## src/rtl/instruction_loader_pkg.sv

```systemverilog
// Shared loader types and the ISA width/state macros (mirrors the ISA.v definitions).
// Guarded so an existing ISA.v included earlier takes precedence.
`ifndef LEN_ADDRESS
`define LEN_ADDRESS 32
`endif
`ifndef LEN_INSTRUCTION
`define LEN_INSTRUCTION 32
`endif
`ifndef LEN_INSTRUCTION_MEM
`define LEN_INSTRUCTION_MEM 8
`endif
`ifndef SIZE_INSTRUCTION_MEM
`define SIZE_INSTRUCTION_MEM 1024
`endif
`ifndef LOADER_IDLE
`define LOADER_IDLE   3'd0
`define LOADER_LEN_HI 3'd1
`define LOADER_LEN_LO 3'd2
`define LOADER_DATA   3'd3
`define LOADER_CSUM   3'd4
`define LOADER_DONE   3'd5
`define LOADER_ERROR  3'd6
`endif

package instruction_loader_pkg;

    localparam int unsigned ADDR_W  = `LEN_ADDRESS;
    localparam int unsigned WORD_W  = `LEN_INSTRUCTION;
    localparam int unsigned BYTE_W  = `LEN_INSTRUCTION_MEM;
    localparam int unsigned LANES   = WORD_W / BYTE_W;
    localparam int unsigned LANE_W  = $clog2(LANES);
    localparam int unsigned LEN_W   = 2 * BYTE_W;

    typedef enum logic [2:0] {
        LD_IDLE   = `LOADER_IDLE,
        LD_LEN_HI = `LOADER_LEN_HI,
        LD_LEN_LO = `LOADER_LEN_LO,
        LD_DATA   = `LOADER_DATA,
        LD_CSUM   = `LOADER_CSUM,
        LD_DONE   = `LOADER_DONE,
        LD_ERROR  = `LOADER_ERROR
    } loader_state_t;

    typedef struct packed {
        logic [ADDR_W-1:0] addr;
        logic [WORD_W-1:0] data;
    } mem_wr_t;

    // States in which the loader owns the byte stream.
    function automatic logic is_loading(input loader_state_t s);
        return (s == LD_LEN_HI) || (s == LD_LEN_LO) || (s == LD_DATA) || (s == LD_CSUM);
    endfunction

endpackage

```

## src/rtl/instruction_loader_word_packer.sv

```systemverilog
// Big-endian byte-to-word assembler: lane 0 lands in the most significant byte.
module word_packer
    import instruction_loader_pkg::*;
(
    input  logic              clk,
    input  logic              rst_n,
    input  logic              clear,
    input  logic              byte_valid,
    input  logic [BYTE_W-1:0] byte_data,
    output logic              word_valid,
    output logic [WORD_W-1:0] word
);

    localparam int unsigned HEAD_W = WORD_W - BYTE_W;

    logic [LANE_W-1:0] lane;
    logic [HEAD_W-1:0] head;

    // The final byte completes the word combinationally so the top can register it in one step.
    assign word_valid = byte_valid && (lane == LANE_W'(LANES - 1));
    assign word       = {head, byte_data};

    always_ff @(posedge clk or negedge rst_n) begin
        if (!rst_n) begin
            lane <= '0;
            head <= '0;
        end else if (clear) begin
            lane <= '0;
            head <= '0;
        end else if (byte_valid) begin
            lane <= lane + LANE_W'(1);
            head <= {head[HEAD_W-BYTE_W-1:0], byte_data};
        end
    end

endmodule

```

## src/rtl/instruction_loader.sv

```systemverilog
// Framed byte-stream loader that writes instruction memory while holding the CPU.
// Optional trailing XOR checksum byte enabled by LOADER_CHECKSUM_EN.
module instruction_loader
    import instruction_loader_pkg::*;
#(
    parameter int unsigned MAX_WORDS = `SIZE_INSTRUCTION_MEM / 4
) (
    input  logic                        clk,
    input  logic                        rst_n,
    input  logic                        start,
    input  logic                        in_valid,
    input  logic [BYTE_W-1:0]           in_data,
    output logic                        in_ready,
    output logic                        mem_we,
    output logic [`LEN_ADDRESS-1:0]     mem_addr,
    output logic [`LEN_INSTRUCTION-1:0] mem_wdata,
    output logic                        cpu_hold,
    output logic                        done,
    output logic                        error
);

    localparam int unsigned IDX_W = $clog2(MAX_WORDS + 1);
    localparam int unsigned CMP_W = LEN_W + 1;

    loader_state_t     state;
    logic [BYTE_W-1:0] len_hi;
    logic [LEN_W-1:0]  n_words;
    logic [IDX_W-1:0]  index;
    mem_wr_t           wr;
`ifdef LOADER_CHECKSUM_EN
    logic [BYTE_W-1:0] csum;
`endif

    logic              accept;
    logic              pk_clear;
    logic              pk_valid;
    logic              word_valid;
    logic [WORD_W-1:0] word;
    logic [LEN_W-1:0]  len_now;
    logic              oversize;
    logic              last_word;

    assign in_ready  = is_loading(state);
    assign accept    = in_valid && in_ready;
    assign pk_clear  = start && !in_ready;
    assign pk_valid  = accept && (state == LD_DATA);
    assign len_now   = {len_hi, in_data};
    assign oversize  = CMP_W'(len_now) > CMP_W'(MAX_WORDS);
    assign last_word = (CMP_W'(index) + CMP_W'(1)) == CMP_W'(n_words);

    assign mem_addr  = wr.addr;
    assign mem_wdata = wr.data;

    word_packer u_packer (
        .clk        (clk),
        .rst_n      (rst_n),
        .clear      (pk_clear),
        .byte_valid (pk_valid),
        .byte_data  (in_data),
        .word_valid (word_valid),
        .word       (word)
    );

    // Frame sequencer; cpu_hold stays high through the cycle carrying the last write.
    always_ff @(posedge clk or negedge rst_n) begin
        if (!rst_n) begin
            state    <= LD_IDLE;
            len_hi   <= '0;
            n_words  <= '0;
            index    <= '0;
            wr       <= '0;
            mem_we   <= 1'b0;
            cpu_hold <= 1'b0;
            done     <= 1'b0;
            error    <= 1'b0;
`ifdef LOADER_CHECKSUM_EN
            csum     <= '0;
`endif
        end else begin
            mem_we <= 1'b0;
            case (state)
                LD_IDLE, LD_DONE, LD_ERROR: begin
                    cpu_hold <= 1'b0;
                    if (start) begin
                        state    <= LD_LEN_HI;
                        done     <= 1'b0;
                        error    <= 1'b0;
                        index    <= '0;
                        cpu_hold <= 1'b1;
`ifdef LOADER_CHECKSUM_EN
                        csum     <= '0;
`endif
                    end
                end
                LD_LEN_HI: begin
                    if (accept) begin
                        len_hi <= in_data;
                        state  <= LD_LEN_LO;
`ifdef LOADER_CHECKSUM_EN
                        csum   <= csum ^ in_data;
`endif
                    end
                end
                LD_LEN_LO: begin
                    if (accept) begin
                        n_words <= len_now;
`ifdef LOADER_CHECKSUM_EN
                        csum    <= csum ^ in_data;
`endif
                        if (oversize) begin
                            state    <= LD_ERROR;
                            error    <= 1'b1;
                            cpu_hold <= 1'b0;
                        end else if (len_now == '0) begin
`ifdef LOADER_CHECKSUM_EN
                            state    <= LD_CSUM;
`else
                            state    <= LD_DONE;
                            done     <= 1'b1;
                            cpu_hold <= 1'b0;
`endif
                        end else begin
                            state <= LD_DATA;
                        end
                    end
                end
                LD_DATA: begin
                    if (accept) begin
`ifdef LOADER_CHECKSUM_EN
                        csum <= csum ^ in_data;
`endif
                        if (word_valid) begin
                            mem_we  <= 1'b1;
                            wr.addr <= ADDR_W'({index, 2'b00});
                            wr.data <= word;
                            index   <= index + IDX_W'(1);
                            if (last_word) begin
`ifdef LOADER_CHECKSUM_EN
                                state <= LD_CSUM;
`else
                                state <= LD_DONE;
                                done  <= 1'b1;
`endif
                            end
                        end
                    end
                end
`ifdef LOADER_CHECKSUM_EN
                LD_CSUM: begin
                    if (accept) begin
                        cpu_hold <= 1'b0;
                        if (in_data == csum) begin
                            state <= LD_DONE;
                            done  <= 1'b1;
                        end else begin
                            state <= LD_ERROR;
                            error <= 1'b1;
                        end
                    end
                end
`endif
                default: begin
                    state    <= LD_IDLE;
                    cpu_hold <= 1'b0;
                end
            endcase
        end
    end

endmodule

```

## config.mk

```make
export PLATFORM = sky130hd
export DESIGN_NAME = instruction_loader
export DESIGN_NICKNAME = d
export VERILOG_FILES = /design/src/rtl/instruction_loader_pkg.sv /design/src/rtl/instruction_loader_word_packer.sv /design/src/rtl/instruction_loader.sv
export SDC_FILE = /design/constraint.sdc
export NUM_CORES = 1
export LEC_CHECK = 0
export ABC_CLOCK_PERIOD_IN_PS = 3200
export BUFFER_PORTS_ARGS = -buffer_cell sky130_fd_sc_hd__buf_4
export CELL_PAD_IN_SITES_DETAIL_PLACEMENT = 0
export CELL_PAD_IN_SITES_GLOBAL_PLACEMENT = 2
export CORE_UTILIZATION = 37
export CTS_BUF_LIST = sky130_fd_sc_hd__clkbuf_16
export DETAILED_ROUTE_END_ITERATION = 10
export PLACE_DENSITY = 0.94
export SLEW_MARGIN = 40
export SYNTH_ARGS = -nofsm -noshare
export SYNTH_HDL_FRONTEND = slang
export SYNTH_SLANG_ARGS = --single-unit
```

## constraint.sdc

```tcl
create_clock -name clk -period 3.2 [get_ports clk]
set_input_delay 0.48 -clock clk [delete_from_list [all_inputs] [get_ports clk]]
set_output_delay 0.48 -clock clk [all_outputs]
set_load 0.03 [all_outputs]
```

[Yosys cells after proc, flatten, opt, wreduce, memory -nomap -nowiden]
Index checks and enable logic that the tools add are counted.
Storage, ports and cells
  bits in registers: 107
  output and inout bits: 69
  logic and storage cells: 95
  input bits: 12
Operators by class
  multiplexer cells: 36
  bitwise gates (word level): 1
  reductions and logical operators: 24
  $lt $le $gt $ge: 1
  eq/ne operators: 18
  $add $sub $neg: 3
Operators by type and width (number)
  $mux W24: 2
  $mux W9: 3
  $mux W3: 8
  $pmux W9 S2: 1
  $eq A10 B16 Y1: 1
  $gt A16 B9 Y1 const B: 1
  $logic_not A16 Y1: 1
  $mux W1: 16
  $ne A2 B2 Y1 const B: 7
  $pmux W3 S4: 1
  $add A9 B1 Y10 const B: 1
  $add A9 B1 Y9 const B: 1
  $eq A3 B3 Y1 const B: 3
  $reduce_and A4 Y1: 2
  $reduce_and A8 Y1: 1
  $eq A3 B2 Y1 const B: 2
  $pmux W1 S3: 2
  $reduce_and A3 Y1: 2
  $reduce_and A6 Y1: 1
  $reduce_bool A2 Y1: 3
  $logic_and A1 B1 Y1: 4
  $mux W2: 2
  $ne A2 B1 Y1 const B: 2
  $reduce_and A2 Y1: 2
  other kinds (12): 14

[Depth between registers and ports, before layout]
  word-level depth: 10
  gate-level depth with buffers: 9
  gate-level depth less buffers: 7

[Cells and area by module]
A second synthesis with hierarchy kept.
Unflattened totals
  cell total of the unflattened synthesis: 500
  area, all modules: 5034.8 sq um
Modules (own cells, without submodules)
  instruction_loader: area each 3881.2 sq um, instances 1, cells each 406, seq. area each 2026.9 sq um
  word_packer: area each 1153.6 sq um, instances 1, cells each 94, seq. area each 650.6 sq um

[Worst setup path before layout]
OpenSTA, ideal clock, no wires.
  kind: input to register
  start: in in_valid
  end: reg n_words[0]
  path slack: 1.437 ns
  data arrival time: 1.638 ns
  setup time: 0.125 ns
  data required time: 3.075 ns
  stages: 5
  path buffers: 1
  cells stage by stage: nor2b_1 -> nand2_1 -> nor2_2 -> buf_4 -> mux2_2
Between the ends
  longest elaborated chain between the ends: 2
Ends and longest elaborated chain
  start, declared: RTL line instruction_loader.sv:11  | input logic in_valid,
  $logic_and A1 B1 Y1: RTL line instruction_loader.sv:44  | assign accept = in_valid && in_ready;
  $reduce_and A2 Y1 (no source line)
  end signal, assigned: RTL line instruction_loader.sv:106  | n_words <= len_now;
  end, declared: RTL line instruction_loader.sv:27  | logic [LEN_W-1:0] n_words;
No other way between the ends.
A chain may end at the register's enable or synchronous reset.

[Worst setup path in the final report]
  start: reg index[0]
  end: reg state[1]
Between the ends
  longest elaborated chain between the ends: 4
Ends and longest elaborated chain
  start, declared: RTL line instruction_loader.sv:28  | logic [IDX_W-1:0] index;
  start signal, assigned: RTL line instruction_loader.sv:136  | index <= index + IDX_W'(1);
  $add A9 B1 Y10: RTL line instruction_loader.sv:49  | assign last_word = (CMP_W'(index) + CMP_W'(1)) == CMP_W'(n_words);
  $eq A10 B16 Y1: RTL line instruction_loader.sv:49
  $ne A2 B2 Y1 (no source line)
  $reduce_and A6 Y1 (no source line)
  end signal, assigned: RTL line instruction_loader.sv:67  | state <= LD_IDLE;
  end signal, assigned: RTL line instruction_loader.sv:85  | state <= LD_LEN_HI;
  end signal, assigned: RTL line instruction_loader.sv:98  | state <= LD_LEN_LO;
  end, declared: RTL line instruction_loader.sv:25  | loader_state_t state;
No other way between the ends.

==> flow_metrics.tcl <==
set metrics [dict create \
    status "finished, final reports clean" \
    routed_wl_mm 10.9 \
    ctsResizeCount 0 \
    netlist_top_cells_area "dfrtp_1, nand2_1, mux2_2" \
    place_hpwl_mm 7.43 \
    drive_gt1_share_pct 18.7 \
    clk_latency_ns 0.34 \
    drv_cap 0 \
    gr-total-overflow 0 \
    port_buffers 57 \
    grt_max_degree 58 \
    end_kind "flip-flop" \
    synth_most_common_cell "nand2_1" \
    synth_top_cell_by_area "dfrtp_1" \
    power_frac_comb_pct 26.7 \
    die_w_um 117 \
    post-synth-top-area-fraction_pct 54.4 \
    period_minus_slack_ns 2.44 \
    synth.yosys.warnings 0 \
    gp_congestion 0.828 \
    io_pins 81 \
    ys_seq_elements 107 \
    required_ns 3.41 \
    grt_usage_pct 17.0 \
    ys.flop_type "dfrtp_1" \
    syn-instance-count 524 \
    fin_skew_ns 0.00626 \
    cts_buffer_depth 2 \
    path_class "flip-flop to flip-flop" \
    grt_first_pass_wirelength_mm 18.7 \
    path_buf_inv 0 \
    cp.depth 7 \
    syn_avg_cell_area_sq_um 9.39 \
    r2r.worst_path.cells 7 \
    cts_sinks 107 \
    fin_setup_tns_ns 0 \
    clk_pin_slew_worst_paths_ns 0.07 \
    n_fill_cell 1285 \
    cts_tree "yes" \
    max_stage_delay_ns 0.56 \
    arrival_ns 2.65 \
    synth_top_cells_by_count "nand2_1, dfrtp_1, a21oi_1, buf_4, o21ai_0" \
    cts_root_buf "clkbuf_16" \
    synth_edf_count 0 \
    num_rows 41 \
    critical_path.startpoint_type "flip-flop" \
    p_seq_share_pct 46.8 \
    drt.antenna.violating_nets 0 \
    path_cells "ha_1, nand4_1, nor2_1, xnor2_1, nand3_1, nor4_1, o21bai_1" \
    setup_viol 0 \
    switchingPower_mw 1.43 \
    htree_levels 3 \
    ys_async_sr_fraction_pct 100 \
    cp_max_fo 12 \
    ys_types 49 \
    intPower_mw 2.75 \
    max_slew_margin_pct 63.3 \
    fin_crit_sh_pct 76.3 \
    worst_pin_slew_ns 0.549 \
    wl_met1_mm 5.38 \
    dieArea_sq_um 13800 \
    p_per_area_nw_per_um2 735 \
    cts_setup_buffers 0 \
    rsz0062_at_grt "no" \
    ir_drop_mv 0.367 \
    dr.max_layer_used "met4" \
    cp_slowest_cell "dfrtp_1" \
    slew_violations 0 \
    dr_wl_met3_um 513 \
    synth-seq-area-share_pct 54.4 \
    core_region_area_sq_um 12800 \
    dr.pass1.iters 4 \
    drc 0 \
    pwr-share-clk_pct 26.5 \
    area_growth_pct 15.3 \
    wl_met2_mm 4.89 \
    vias 3621 \
    timing.fmax_mhz 410 \
    power_mw 4.17 \
    antenna_cells 0 \
    via_per_inst 4.87 \
    num-nets-final 580 \
    p_leak_nw 2.78 \
    swShare_pct 34.2 \
    antenna_found_initial 0 \
    wl_per_cell_um 14.7 \
    grt_pass1_vias 3548 \
    hold_buffers 0 \
    finalHoldViolCount 0 \
    dieHeight_um 117 \
    drt_iter0_drc 259 \
    critPathTopFamily "simple AND/OR/NAND/NOR gates" \
    initial_utilization_pct 38.5 \
    syn_area_sq_um 4920 \
    min_path_type "input pin to async pin" \
    cts_buffers 9 \
]
final timing paths:
check                      slack (ns)               from          endpoint
setup reg to reg                 0.76           index[0]          state[1]
setup / recovery                 0.76           index[0]          state[1]
min in group clk                 0.39         in_data[3]      mem_wdata[3]
max in group asynchronous        2.44              rst_n  u_packer.lane[0]
hold / removal                   0.09              rst_n       mem_addr[2]
hold reg to reg                  0.47  u_packer.head[19]     mem_wdata[27]
power by group through the flow:
| stage | sequential (mW) | clock [mW] | combinational, mW |
|---|---|---|---|
| detailed placement | 1.97 | 0 | 1.12 |
| finish | 1.95 | 1.11 | 1.12 |
| global placement | 1.96 | 0 | 1.09 |
| floorplan | 1.94 | 0 | 0.840 |
| CTS | 1.95 | 1.13 | 1.13 |
| global route | 2.01 | 1.19 | 1.25 |
registers in the layout, summed over array words and instances (netlist names):
register,flops
cpu_hold,1
n_words,16
mem_we,1
len_hi,8
u_packer.lane,2
error,1
mem_wdata,32
done,1
mem_addr,9
u_packer.head,24
index,9
state,3
worst register-to-register path, cell delays in order (launching register included):
cell and delay (ns):
dfrtp_1 0.56, ha_1 0.48, nand4_1 0.20, nor2_1 0.26, xnor2_1 0.15, nand3_1 0.13, nor4_1 0.42, o21bai_1 0.12
per-layer routing:
layer / vias up / track usage (%)
li1: 1755 / -
met1: 1764 / 25.7
met2: 92 / 24.7
met3: 10 / 3.31
met4: 0 / 4.38
met5: - / 0
kinds of logic after synthesis:
kind of cell,count (synthesis),share of synthesized area [%]
DFF,107,54.4
AOI/OAI and AO/OA,70,8.31
other,1,0.0762
and+or+nand+nor,248,21.8
muxes,22,5.03
xor gates and xnor gates,16,2.85
adders and majority gates,2,0.508
buffers and inverters,58,7.02
stage by stage:
stage	utilization (%)	setup WS, ns	area, sq um	instances	hold slack (ns)
global placement	42.1	0.781	5370	727	0.449
detailed placement	42.1	0.735	5370	727	0.463
global route	44.4	0.485	5680	743	0.150
floorplan	-	1.44	5000	546	0.184
CTS	44.4	0.731	5670	743	0.235
finish	44.4	0.759	5680	743	0.0852
cell usage in the layout, fill, tap and decap left out, drive strengths merged, types with 3 or more instances in the layout:
master | Yosys | layout
o21ai | 22 | 22
inv | 4 | 7
nand2 | 193 | 193
nor2 | 14 | 14
nor4 | 6 | 6
nand2b | 4 | 4
clkbuf | 14 | 9
nor3 | 3 | 3
xor2 | 5 | 5
buf | 40 | 63
mux2 | 22 | 22
dfrtp | 107 | 107
conb | 1 | 23
nand3 | 11 | 11
o31ai | 4 | 4
clkinv | 0 | 3
and3 | 3 | 3
nand4 | 4 | 4
xnor2 | 11 | 11
a21oi | 33 | 33
cell type report:
cell class | instances | area, sq um | share of cell area, %
clock buffer | 9 | 225 | 3.97
clock inverter | 7 | 67.6 | 1.19
inverter | 4 | 15.0 | 0.265
multi-input combinational | 381 | 1990 | 35.0
sequential | 107 | 2680 | 47.2
tap | 172 | 215 | 3.79
timing repair buffer | 63 | 489 | 8.62
Power figures use the tool's default switching activity.
